`config.mk`:
```
export PLATFORM = sky130hd
export DESIGN_NAME = psum_drain_flat
export DESIGN_NICKNAME = d
export VERILOG_FILES = /design/src/rtl/psum_drain_if.sv /design/src/rtl/psum_drain.sv /design/src/flat_wrapper.sv
export SDC_FILE = /design/constraint.sdc
export NUM_CORES = 1
export LEC_CHECK = 0
export BUFFER_PORTS_ARGS = -buffer_cell sky130_fd_sc_hd__buf_2
export CORE_UTILIZATION = 50
export CTS_CLUSTER_SIZE = 40
export DETAILED_ROUTE_END_ITERATION = 7
export PLACE_DENSITY = 0.68
export SKIP_CTS_REPAIR_TIMING = 1
export SLEW_MARGIN = 40
export SYNTH_ARGS = -nofsm -noshare
export SYNTH_HDL_FRONTEND = slang
export SYNTH_SLANG_ARGS = --single-unit
```
`constraint.sdc`:
```
create_clock -name clk -period 23.1 [get_ports clk]
set_input_delay 1.155 -clock clk [delete_from_list [all_inputs] [get_ports clk]]
set_output_delay 1.155 -clock clk [all_outputs]
set_load 0.01 [all_outputs]
```
`src/rtl/psum_drain_if.sv`:
```
// psum_drain_if: row-in / element-out handshake bundle for psum_drain.
//   row_valid, row_ready, psums_in  : one full psum row from the array
//   psum_valid, psum_ready          : element stream handshake
//   psum_data, psum_col, psum_last  : current element, its column, last-column flag
// Modports: master = upstream/downstream environment, slave = psum_drain.
interface psum_drain_if #(
  parameter int ARRAY_SIZE = 8,
  parameter int PSUM_WIDTH = 32
);
  localparam int COL_W = (ARRAY_SIZE > 1) ? $clog2(ARRAY_SIZE) : 1;

  logic                             row_valid;
  logic                             row_ready;
  logic [ARRAY_SIZE*PSUM_WIDTH-1:0] psums_in;
  logic                             psum_valid;
  logic                             psum_ready;
  logic [PSUM_WIDTH-1:0]            psum_data;
  logic [COL_W-1:0]                 psum_col;
  logic                             psum_last;

  modport master (
    output row_valid, psums_in, psum_ready,
    input  row_ready, psum_valid, psum_data, psum_col, psum_last
  );

  modport slave (
    input  row_valid, psums_in, psum_ready,
    output row_ready, psum_valid, psum_data, psum_col, psum_last
  );
endinterface

```
`src/rtl/psum_drain.sv`:
```
// psum_drain: buffers whole psum rows in a DEPTH-entry FIFO and serializes
// each row into a stream of single elements, column 0 first.
// Ports:
//   clk, rst_n  : clock (rising edge), asynchronous active-low reset
//   flush       : synchronous discard of buffered rows and the row in flight
//   bus (slave) : row input handshake and element output handshake
//   rows_done   : wrapping count of rows whose last element was accepted
module psum_drain #(
  parameter int ARRAY_SIZE = 8,
  parameter int PSUM_WIDTH = 32,
  parameter int DEPTH      = 4
) (
  input  logic         clk,
  input  logic         rst_n,
  input  logic         flush,
  psum_drain_if.slave  bus,
  output logic [15:0]  rows_done
);
  localparam int COL_W = (ARRAY_SIZE > 1) ? $clog2(ARRAY_SIZE) : 1;
  localparam int ROW_W = ARRAY_SIZE * PSUM_WIDTH;
  localparam int PTR_W = $clog2(DEPTH);
  localparam int CNT_W = PTR_W + 1;
  localparam logic [COL_W-1:0] LAST_COL = COL_W'(ARRAY_SIZE - 1);
  localparam logic [CNT_W-1:0] FULL_CNT = CNT_W'(DEPTH);

  typedef enum logic [0:0] {IDLE = 1'b0, SEND = 1'b1} state_t;

  state_t                state_r, state_s;
  logic [ROW_W-1:0]      fifo_mem_r [DEPTH];
  logic [PTR_W-1:0]      wr_ptr_r, rd_ptr_r;
  logic [CNT_W-1:0]      count_r, count_s;
  logic [ROW_W-1:0]      cur_row_r;
  logic [ROW_W-1:0]      head_row_s;
  logic [COL_W-1:0]      col_r, col_s;
  logic [PSUM_WIDTH-1:0] data_r, data_s;
  logic                  last_r;
  logic                  row_ready_r;
  logic [15:0]           rows_done_r;
  logic                  push_s, pop_s, done_s, fifo_empty_s;

  // Select one column of a packed row.
  function automatic logic [PSUM_WIDTH-1:0] pick_elem(input logic [ROW_W-1:0] row,
                                                      input logic [COL_W-1:0] idx);
    logic [PSUM_WIDTH-1:0] r;
    r = {PSUM_WIDTH{1'b0}};
    for (int c = 0; c < ARRAY_SIZE; c++) begin
      if (idx == COL_W'(c)) begin
        r = row[c*PSUM_WIDTH +: PSUM_WIDTH];
      end
    end
    return r;
  endfunction

  // A push is only honoured when the registered ready was high and no flush.
  assign push_s       = bus.row_valid && row_ready_r && !flush;
  assign fifo_empty_s = (count_r == {CNT_W{1'b0}});
  assign head_row_s   = fifo_mem_r[rd_ptr_r];

  // FSM state register.
  always_ff @(posedge clk or negedge rst_n) begin
    if (!rst_n) begin
      state_r <= IDLE;
    end else begin
      state_r <= state_s;
    end
  end

  // Next state, FIFO pop, column advance and next element value.
  always_comb begin
    state_s = state_r;
    pop_s   = 1'b0;
    done_s  = 1'b0;
    col_s   = col_r;
    data_s  = data_r;
    if (flush) begin
      state_s = IDLE;
      col_s   = {COL_W{1'b0}};
      data_s  = {PSUM_WIDTH{1'b0}};
    end else begin
      case (state_r)
        IDLE: begin
          if (!fifo_empty_s) begin
            pop_s   = 1'b1;
            state_s = SEND;
            col_s   = {COL_W{1'b0}};
            data_s  = pick_elem(head_row_s, {COL_W{1'b0}});
          end else begin
            state_s = IDLE;
          end
        end
        SEND: begin
          if (bus.psum_ready) begin
            if (col_r == LAST_COL) begin
              done_s = 1'b1;
              col_s  = {COL_W{1'b0}};
              // Chain straight into the next buffered row without a bubble.
              if (!fifo_empty_s) begin
                pop_s   = 1'b1;
                state_s = SEND;
                data_s  = pick_elem(head_row_s, {COL_W{1'b0}});
              end else begin
                state_s = IDLE;
              end
            end else begin
              col_s  = col_r + COL_W'(1);
              data_s = pick_elem(cur_row_r, col_r + COL_W'(1));
            end
          end else begin
            state_s = SEND;
          end
        end
        default: begin
          state_s = IDLE;
          col_s   = {COL_W{1'b0}};
        end
      endcase
    end
  end

  // FIFO occupancy after this edge; a simultaneous push and pop cancel.
  always_comb begin
    count_s = count_r;
    if (flush) begin
      count_s = {CNT_W{1'b0}};
    end else begin
      count_s = count_r + CNT_W'(push_s) - CNT_W'(pop_s);
    end
  end

  // Row storage; contents need no reset because count gates every read.
  always_ff @(posedge clk) begin
    if (push_s) begin
      fifo_mem_r[wr_ptr_r] <= bus.psums_in;
    end
  end

  // Pointers, occupancy, current row, output registers and row counter.
  always_ff @(posedge clk or negedge rst_n) begin
    if (!rst_n) begin
      wr_ptr_r    <= {PTR_W{1'b0}};
      rd_ptr_r    <= {PTR_W{1'b0}};
      count_r     <= {CNT_W{1'b0}};
      cur_row_r   <= {ROW_W{1'b0}};
      col_r       <= {COL_W{1'b0}};
      data_r      <= {PSUM_WIDTH{1'b0}};
      last_r      <= 1'b0;
      row_ready_r <= 1'b1;
      rows_done_r <= 16'h0000;
    end else begin
      count_r <= count_s;
      col_r   <= col_s;
      data_r  <= data_s;
      last_r  <= (col_s == LAST_COL);
      // Ready reflects next-cycle occupancy, so a pop while full is only
      // visible upstream one cycle later.
      row_ready_r <= (count_s != FULL_CNT);
      if (flush) begin
        wr_ptr_r <= {PTR_W{1'b0}};
        rd_ptr_r <= {PTR_W{1'b0}};
      end else begin
        if (push_s) begin
          wr_ptr_r <= wr_ptr_r + PTR_W'(1);
        end
        if (pop_s) begin
          rd_ptr_r  <= rd_ptr_r + PTR_W'(1);
          cur_row_r <= head_row_s;
        end
        if (done_s) begin
          rows_done_r <= rows_done_r + 16'd1;
        end
      end
    end
  end

  assign bus.row_ready  = row_ready_r;
  assign bus.psum_valid = (state_r == SEND);
  assign bus.psum_data  = data_r;
  assign bus.psum_col   = col_r;
  assign bus.psum_last  = last_r;
  assign rows_done      = rows_done_r;

endmodule

```
`src/flat_wrapper.sv`:
```
// flat-port wrapper written by rule: the top's interface ports become plain ports
module psum_drain_flat 
#(
  parameter int ARRAY_SIZE = 8,
  parameter int PSUM_WIDTH = 32,
  parameter int DEPTH      = 4
)
  (clk, rst_n, flush, rows_done, bus_row_valid, bus_psums_in, bus_psum_ready, bus_row_ready, bus_psum_valid, bus_psum_data, bus_psum_col, bus_psum_last);
  psum_drain_if #(.ARRAY_SIZE(ARRAY_SIZE), .PSUM_WIDTH(PSUM_WIDTH)) bus_i ();
  input  logic clk;
  input  logic rst_n;
  input  logic flush;
  output logic [15:0] rows_done;
  input wire logic [$bits(bus_i.row_valid)-1:0] bus_row_valid;
  input wire logic [$bits(bus_i.psums_in)-1:0] bus_psums_in;
  input wire logic [$bits(bus_i.psum_ready)-1:0] bus_psum_ready;
  output wire logic [$bits(bus_i.row_ready)-1:0] bus_row_ready;
  output wire logic [$bits(bus_i.psum_valid)-1:0] bus_psum_valid;
  output wire logic [$bits(bus_i.psum_data)-1:0] bus_psum_data;
  output wire logic [$bits(bus_i.psum_col)-1:0] bus_psum_col;
  output wire logic [$bits(bus_i.psum_last)-1:0] bus_psum_last;
  assign bus_i.row_valid = bus_row_valid;
  assign bus_i.psums_in = bus_psums_in;
  assign bus_i.psum_ready = bus_psum_ready;
  assign bus_row_ready = bus_i.row_ready;
  assign bus_psum_valid = bus_i.psum_valid;
  assign bus_psum_data = bus_i.psum_data;
  assign bus_psum_col = bus_i.psum_col;
  assign bus_psum_last = bus_i.psum_last;
  psum_drain #(.ARRAY_SIZE(ARRAY_SIZE), .PSUM_WIDTH(PSUM_WIDTH), .DEPTH(DEPTH)) u_core (.clk(clk), .rst_n(rst_n), .flush(flush), .bus(bus_i), .rows_done(rows_done));
endmodule
```
== Word-level counts from Yosys, hierarchy flattened ==
Memory sizes are Yosys's and may differ from the RTL's.
Index checks and enable logic that the tools add are counted.
Word-level totals
  flip-flop bits (word level): 317
  memory bits (writable): 1024
  output and inout port bits: 54
  memories: 1
  input port bits: 261
Memory list
  u_core.fifo_mem_r: words 4, bits a word 256, rd ports 1, clocked after Yosys merged registers in 0, wr ports 1, line psum_drain.sv:29  | logic [ROW_W-1:0] fifo_mem_r [DEPTH];
Cells by class
  $add $sub $neg: 6
  bitwise logic cells: 2
  muxes and demuxes: 38
  reductions and logical operators: 9
  equal/unequal tests: 11
Operators by type and width (count)
  two-way mux 32 bit: 12
  case mux 32 bit (2 select lines): 1
  equality test 3 bit, second input constant: 6
  adder 16 x 1 -> 16 bit, second input constant: 1
  two-way mux 3 bit: 5
  two-way mux 1 bit: 13
  two-way mux 2 bit: 4
  equality test 3 x 2 -> 1 bit, second input constant: 2
  logical NOT 3 bit: 2
  != test 3 bit, second input constant: 2
  case mux 3 bit (2 select lines): 1
  adder 2 x 1 -> 2 bit, second input constant: 2
  case mux 1 bit (2 select lines): 2
  AND reduction 2 bit: 2
  nonzero test 2 bit: 2
  adder 3 x 1 -> 3 bit: 1
  adder 3 x 1 -> 3 bit, second input constant: 1
  equality test 3 x 1 -> 1 bit, second input constant: 1
  subtractor 3 x 1 -> 3 bit: 1
  logical AND 1 bit: 2
  inverter 1 bit: 2
  logical NOT 1 bit: 1

== Longest topological paths before layout ==
Gate-level depths: netlist of the first run.
  depth in word-level cells: 14
  gate-level depth with buffers: 14
  gate-level depth less buffers: 12

== Worst setup path after synthesis of the first run ==
OpenSTA, ideal clock, no wires.
  path kind: input-to-reg
  start: input port flush
  end: memory u_core.fifo_mem_r[0][0] (netlist bit), enable pin
  path slack: 15015 ps
  path buffers: 1
  arrival time: 7436 ps
  stages on the path: 3
  cells stage by stage: clkbuf_1 > nor2_1 > and2_1
Between the ends
  cells in the longest elaborated chain, start to end: 4
RTL lines
  start: declaration: line flat_wrapper.sv:12  | input logic flush;
  logical NOT 1 bit: line psum_drain.sv:55  | assign push_s = bus.row_valid && row_ready_r && !flush;
  logical AND 1 bit: line psum_drain.sv:55
  two-way mux 1 bit: line psum_drain.sv:132  | if (push_s) begin
  two-way mux 1 bit (implied by the code): line psum_drain.sv:133  | fifo_mem_r[wr_ptr_r] <= bus.psums_in;
  end: declaration: line psum_drain.sv:29
Every way passes these cells.

== Worst setup path in the final report of the first run ==
  start: register u_core.col_r[1], in the netlist u_core.bus.psum_col[1]
  end: register u_core.data_r[2], in the netlist u_core.bus.psum_data[2]
Between the ends
  cells in the longest elaborated chain, start to end: 14
  elaborated cells on any way between the ends: 22
  classes of those cells: add/sub: 1; eq/ne: 8; mux: 12; reduce/logical: 1
RTL lines
  start: declaration: line psum_drain.sv:34  | logic [COL_W-1:0] col_r, col_s;
  start signal: assignment: line psum_drain.sv:144  | col_r <= {COL_W{1'b0}};
  start signal: assignment: line psum_drain.sv:151  | col_r <= col_s;
  adder 3 x 1 -> 3 bit: line psum_drain.sv:106  | data_s = pick_elem(cur_row_r, col_r + COL_W'(1));
  logical NOT 3 bit: line psum_drain.sv:47  | if (idx == COL_W'(c)) begin
  two-way mux 32 bit (8 in series): line psum_drain.sv:47
  two-way mux 32 bit (*): line psum_drain.sv:93  | if (col_r == LAST_COL) begin
  two-way mux 32 bit (*): line psum_drain.sv:92  | if (bus.psum_ready) begin
  case mux 32 bit (2 select lines) (*): line psum_drain.sv:80  | case (state_r)
  two-way mux 32 bit (*): line psum_drain.sv:75  | if (flush) begin
  end signal: assignment: line psum_drain.sv:145  | data_r <= {PSUM_WIDTH{1'b0}};
  end signal: assignment: line psum_drain.sv:152  | data_r <= data_s;
  end: declaration: line psum_drain.sv:35  | logic [PSUM_WIDTH-1:0] data_r, data_s;
Every way passes the cells marked *; elsewhere a longest branch is shown, timed or not. The select of a mux whose other input is x is not followed.
A chain may end at the register's enable or synchronous reset.

==> results of run 1 <==
-- area by class of cell --
type / instances / area (sq um) / share of cell area
diodes: 8 / 20.0 / 0.000336
inverters: 44 / 173 / 0.00290
flip-flops and latches: 1341 / 38700 / 0.649
clock buffers: 184 / 3840 / 0.0645
repair buffers: 366 / 2230 / 0.0375
multi-input cells: 1545 / 12300 / 0.206
well taps: 1368 / 1710 / 0.0287
clock inverters: 73 / 648 / 0.0109
-- stage by stage --
step	util	hold WS [ns]
finish	0.583	0.272
global route	0.583	0.257
CTS	0.582	0.454
detailed placement	0.538	0.459
global placement	0.535	0.456
floorplan	-	0.446
-- synth_stat cells, types with 33 or more instances --
cell type and n:
a211oi_1 33, a22oi_1 33, buf_2 75, clkbuf_1 104, dfrtp_1 316, edfxtp_1 1024, inv_1 43, mux4_2 256
nand2_1 872, nand3_1 38, nor2b_1 34, nor3b_1 34
-- power by group through the flow --
stage          clock, mW  sequential, mW  combinational [mW]
2_1_floorplan          0            3.16               0.896
3_3_place_gp           0            3.23                1.35
3_5_place_dp           0            3.23                1.39
4_1_cts             2.22            3.18                1.40
5_1_grt             2.30            3.22                1.51
6_report            2.19            3.19                1.39
-- routing by layer --
metal / wire length, microns / GRT usage
met3: 10500 / 0.0574
met5: 208 / 0
met4: 3260 / 0.0736
met2: 62600 / 0.390
met1: 53200 / 0.354
-- logic make-up after synthesis --
family                     after synthesis
AOI/OAI and AO/OA                      203
xor gates and xnor gates                21
adders and majority gates               13
buffers and inverters                  231
DFF                                   1341
muxes                                  259
and+or+nand+nor                       1049
-- worst max-delay path: stages, from the launching register on --
cell	delay, ns
dfrtp_1	0.49
ha_2	0.24
buf_6	0.47
nand3_1	0.28
a211o_4	0.59
inv_8	0.41
buf_6	0.56
buf_6	0.65
nand2_1	0.16
o221ai_1	0.12
-- sequential cells by signal, indices dropped and copies added, names as in the netlist, 2 cells and up --
register and flops:
u_core.rows_done 16, u_core.rd_ptr_r 2, u_core.count_r 3, u_core.wr_ptr_r 2, u_core.cur_row_r 256, u_core.bus.psum_data 32
u_core.bus.psum_col 3, u_core.fifo_mem_r 1024
-- how the worst max path moves through the flow --
stage | start | endpoint | slack, ns
2_1_floorplan | flush | u_core.fifo_mem_r[0][0] | 15.01
3_3_place_gp | u_core.bus.psum_col[1] | u_core.bus.psum_data[3] | 18.32
3_5_place_dp | flush | u_core.fifo_mem_r[0][155] | 18.60
4_1_cts | u_core.bus.psum_col[1] | u_core.bus.psum_data[1] | 18.68
5_1_grt | u_core.bus.psum_col[1] | u_core.bus.psum_data[1] | 18.62
6_report | u_core.bus.psum_col[1] | u_core.bus.psum_data[2] | 18.94
==> impl_metrics.ini, run 1 <==
[logic_synthesis]
synth_fa_ha_area_frac = 0.00328
ys.flop_type = edfxtp_1
synth-xor-area-share = 0.00355
ys_seq_elements = 1341
synth-edff-count = 1024
yosys.area_share.simple = 0.0851
syn_area_sq_mm = 0.0518
synth_top_family_by_area = multiplexers
syn_nets = 3391
synth.yosys.warnings = 0
synth_seq_area_share = 0.746
syn_inst = 3117
syn-mean-instance-area_sq_um = 16.6
yosys.area.top_type = edfxtp_1
yosysUniqueCellTypes = 45
synth_top_cells_by_area = edfxtp_1, dfrtp_1, mux4_2
synthMuxAreaShare = 0.112
yosys.area.top_type_share = 0.593
synth_compound_area_frac = 0.0314
synthArstFlopShare = 0.236

[route]
routed_wl_microns = 130000
vias_per_cell = 5.81
routedWlPerCell_microns = 26.3
vias = 28600
drc = 0
dr.first_iter.drc_count = 2838
firstDrtPassIters = 5
ant_nets = 0

[floorplanning]
rows = 117
coreArea_sq_mm = 0.102
initial_core_util = 0.507
io_pins = 315
fp.dieArea_sq_mm = 0.105
die_w_microns = 324
fp.dieH_microns = 324

[setup_path]
rr_startpoint = u_core.bus.psum_col[1]
r2r_cells = 9
required_ns = 23.75
r2r-end = u_core.bus.psum_data[2]
critPathLaunchType = register
reg2reg_slack_ns = 18.94
end_kind = register
critPathKind = reg2reg
worst-path-max-fanout = 95
crit_arrival_ns = 4.81

[finish]
design_area_sq_mm = 0.0596
syn2layout_area_growth_pct = 15.0
nets = 3711
mostFrequentLayoutCells = edfxtp_1, nand2_1, dfrtp_1
drive_above_1_share = 0.240
fillers = 7645
layout_commonest_cell = edfxtp_1
fin_cells = 4929

[clock_tree]
root_buffer = clkbuf_16
clk_pin_slew_ns = 0.06
cts_tree = done
cts_buffers = 139
worstSkewPairLatency_ns = 0.74
cts_sinks = 1341
cts_buffer_depth = 3
cts-htree-levels = 4

[power]
intPower_mw = 4.75
irDropWorstVdd_uv = 75.7
switchingPower_mw = 2.02
p_leak_nw = 22.0
power.density_mw_per_mm2 = 113
swShare = 0.298
p_seq_frac = 0.472
p_comb_frac = 0.205
clockPowerShare = 0.323
power_mw = 6.76

[sta]
fin_skew_ns = 0.0223
min_period_ns = 4.16
slew_viol_final = 0
setup_tns_ns = 0
rsz0062_at_grt = no
timing_worst_slew_pin_value_ns = 0.833
fmax_mhz = 240
finalWorstSetupSlack_ns = 18.94
finalCritPeriodShare = 0.180
final_hold_viol_count = 0
slew_headroom = 0.445
setup_viol = 0

[place]
placed_area_sq_mm = 0.0551
gp_congestion = 0.860
dp_hpwl_microns = 84000
portBuffers = 314
dp_cells = 4662
place_ws_ns = 18.60

[hold_path]
hold_class = in2async

[grt]
grt_usage = 0.250
grt_pass1_wl_microns = 189000
antenna_found_initial = 31
grt_pass1_vias = 28100
globalRoute.totalOverflow = 0
grt_max_degree = 96

[run_status]
status = completed

[flow_run]
drv_cap = 0
(Power assumes the default switching activity.)
==> run 2, diff against run 1 <==
--- a/config.mk
+++ b/config.mk
@@ -9,7 +9,7 @@
 export CORE_UTILIZATION = 50
 export CTS_CLUSTER_SIZE = 40
 export DETAILED_ROUTE_END_ITERATION = 7
-export PLACE_DENSITY = 0.68
+export PLACE_DENSITY = 0.7
 export SKIP_CTS_REPAIR_TIMING = 1
 export SLEW_MARGIN = 40
 export SYNTH_ARGS = -nofsm -noshare
==> constraint.sdc (replaced) <==
create_clock -name clk -period 3.75 [get_ports clk]
set_input_delay 0.1875 -clock clk [delete_from_list [all_inputs] [get_ports clk]]
set_output_delay 0.1875 -clock clk [all_outputs]
set_load 0.01 [all_outputs]
==> run 2 against run 1 <==
Compared with the run above: final cell count is 5.8% higher; sequential share of layout area is 3.2 points lower; final area up 5.1%; combinational power rose to 6.3 times the previous value; hold slack lost 0.27 ns; die area unchanged; clock power grew to 6.3 times the previous value; setup slack got worse by 18 ns; critical endpoint is now u_core.bus.psum_data[5]; clock-buffer cell count grew 8; critical path depth fell by 3.
==> impl_metrics.ini, run 2 (synthesized netlist as in run 1, its figures left out) <==
[clock_tree]
cts-htree-levels = 4
cts_buffer_depth = 3
clk_pin_slew_ns = 0.06
cts_buffers = 136
root_buffer = clkbuf_16
cts_tree = done
worstSkewPairLatency_ns = 0.76
cts_sinks = 1341

[sta]
finalCritPeriodShare = 0.743
fin_skew_ns = 0.0374
rsz0062_at_grt = no
final_hold_viol_count = 0
slew_viol_final = 0
slew_headroom = 0.425
timing_worst_slew_pin_value_ns = 0.862
setup_tns_ns = 0
min_period_ns = 2.78
finalWorstSetupSlack_ns = 0.965
fmax_mhz = 359
setup_viol = 0

[floorplanning]
fp.dieH_microns = 324
fp.dieArea_sq_mm = 0.105
coreArea_sq_mm = 0.102
initial_core_util = 0.507
rows = 117
die_w_microns = 324
io_pins = 315

[place]
place_ws_ns = 1.01
placed_area_sq_mm = 0.0555
gp_congestion = 0.860
dp_hpwl_microns = 86900
dp_cells = 4691
portBuffers = 314

[grt]
globalRoute.totalOverflow = 0
grt_usage = 0.254
grt_max_degree = 152
grt_pass1_wl_microns = 192000
antenna_found_initial = 23
grt_pass1_vias = 28800

[setup_path]
crit_chain = inv_1 > ha_4 > nor3b_2 > buf_4 > a221oi_1 > o221ai_1
end_kind = register
path_delay_family = simple AND/OR/NAND/NOR gates
cp_slowest_stage_delay_ns = 0.76
rr_startpoint = u_core.bus.psum_col[1]
required_ns = 4.41
crit_path_top_delay_cell = nor3b_2
r2r-end = u_core.bus.psum_data[5]
critPathLaunchType = register
critPathKind = reg2reg
crit_start = u_core.bus.psum_col[1]
cp_num_buf_inv = 2
crit_arrival_ns = 3.44
critical_path_cell_count = 6
r2r_cells = 6
worst-path-max-fanout = 39
reg2reg_slack_ns = 0.97

[power]
irDropWorstVdd_uv = 577
power_mw = 42.3
p_leak_nw = 23.3
power.density_mw_per_mm2 = 674

[finish]
design_area_sq_mm = 0.0627
nets = 3996
layout_commonest_cell = edfxtp_1
syn2layout_area_growth_pct = 20.9
drive_above_1_share = 0.227
mostFrequentLayoutCells = edfxtp_1, nand2_1, dfrtp_1
largest_reg_flops = 1024
fin_cells = 5213
largest-register = u_core.fifo_mem_r

[route]
vias = 30000
firstDrtPassIters = 6
drc = 0
vias_per_cell = 5.76
routedWlPerCell_microns = 25.6
routed_wl_microns = 133000
ant_nets = 0
dr.first_iter.drc_count = 3287

[hold_path]
hold_class = in2async

[flow_run]
drv_cap = 0

[run_status]
status = completed
run 2: cell types whose count changed in the layout (fill, tap and decap cells not counted), moves of 5 or more:
cell / delta
buf_12: +29
buf_4: +21
buf_6: -20
bufinv_16: +5
clkbuf_1: +5
clkbuf_16: -6
clkbuf_8: +9
clkinv_2: -18
dlygate4sd3_1: +261
run 2: routing by layer:
layer,vias to the layer above,share of wire,GRT usage
met5,-,0.00095,0
met4,20,0.028,0.0834
met3,221,0.077,0.0656
met2,1287,0.48,0.398
met1,15500,0.41,0.349
li1,13000,-,-
run 2: area by class of cell:
type,count,area (sq um)
diodes,9,22.5
clock buffers,192,3840
clock inverters,60,701
fillers,7391,39600
inverters,44,173
multi-input cells,1545,12300
flip-flops and latches,1341,38700
well taps,1368,1710
repair buffers,654,5270
run 2: worst max-delay path by stage:
stage | to
final | u_core.bus.psum_data[5]
after global routing | u_core.bus.psum_data[5]
after CTS | u_core.bus.row_ready
after detailed placement | u_core.bus.psum_data[5]
after global placement | u_core.bus.row_ready
after floorplan | u_core.fifo_mem_r[0][0]
run 2: stage by stage:
stage               hold slack, ns  utilization
global route                0.0413        0.613
global placement             0.214        0.542
CTS                         -0.595        0.587
finish                     0.00173        0.613
floorplan                   -0.108            -
detailed placement           0.213        0.543
run 2: worst register-to-register path, stage by stage (launching register included):
cell and delay (ns):
dfrtp_1 0.48, inv_1 0.16, ha_4 0.41, nor3b_2 0.77
buf_4 0.48, a221oi_1 0.19, o221ai_1 0.20
run 2: power breakdown:
group	total (mW)	internal, mW	switching, mW
Combinational	8.78	3.56	5.23
Sequential	19.8	18.2	1.56
Clock	13.7	7.97	5.71
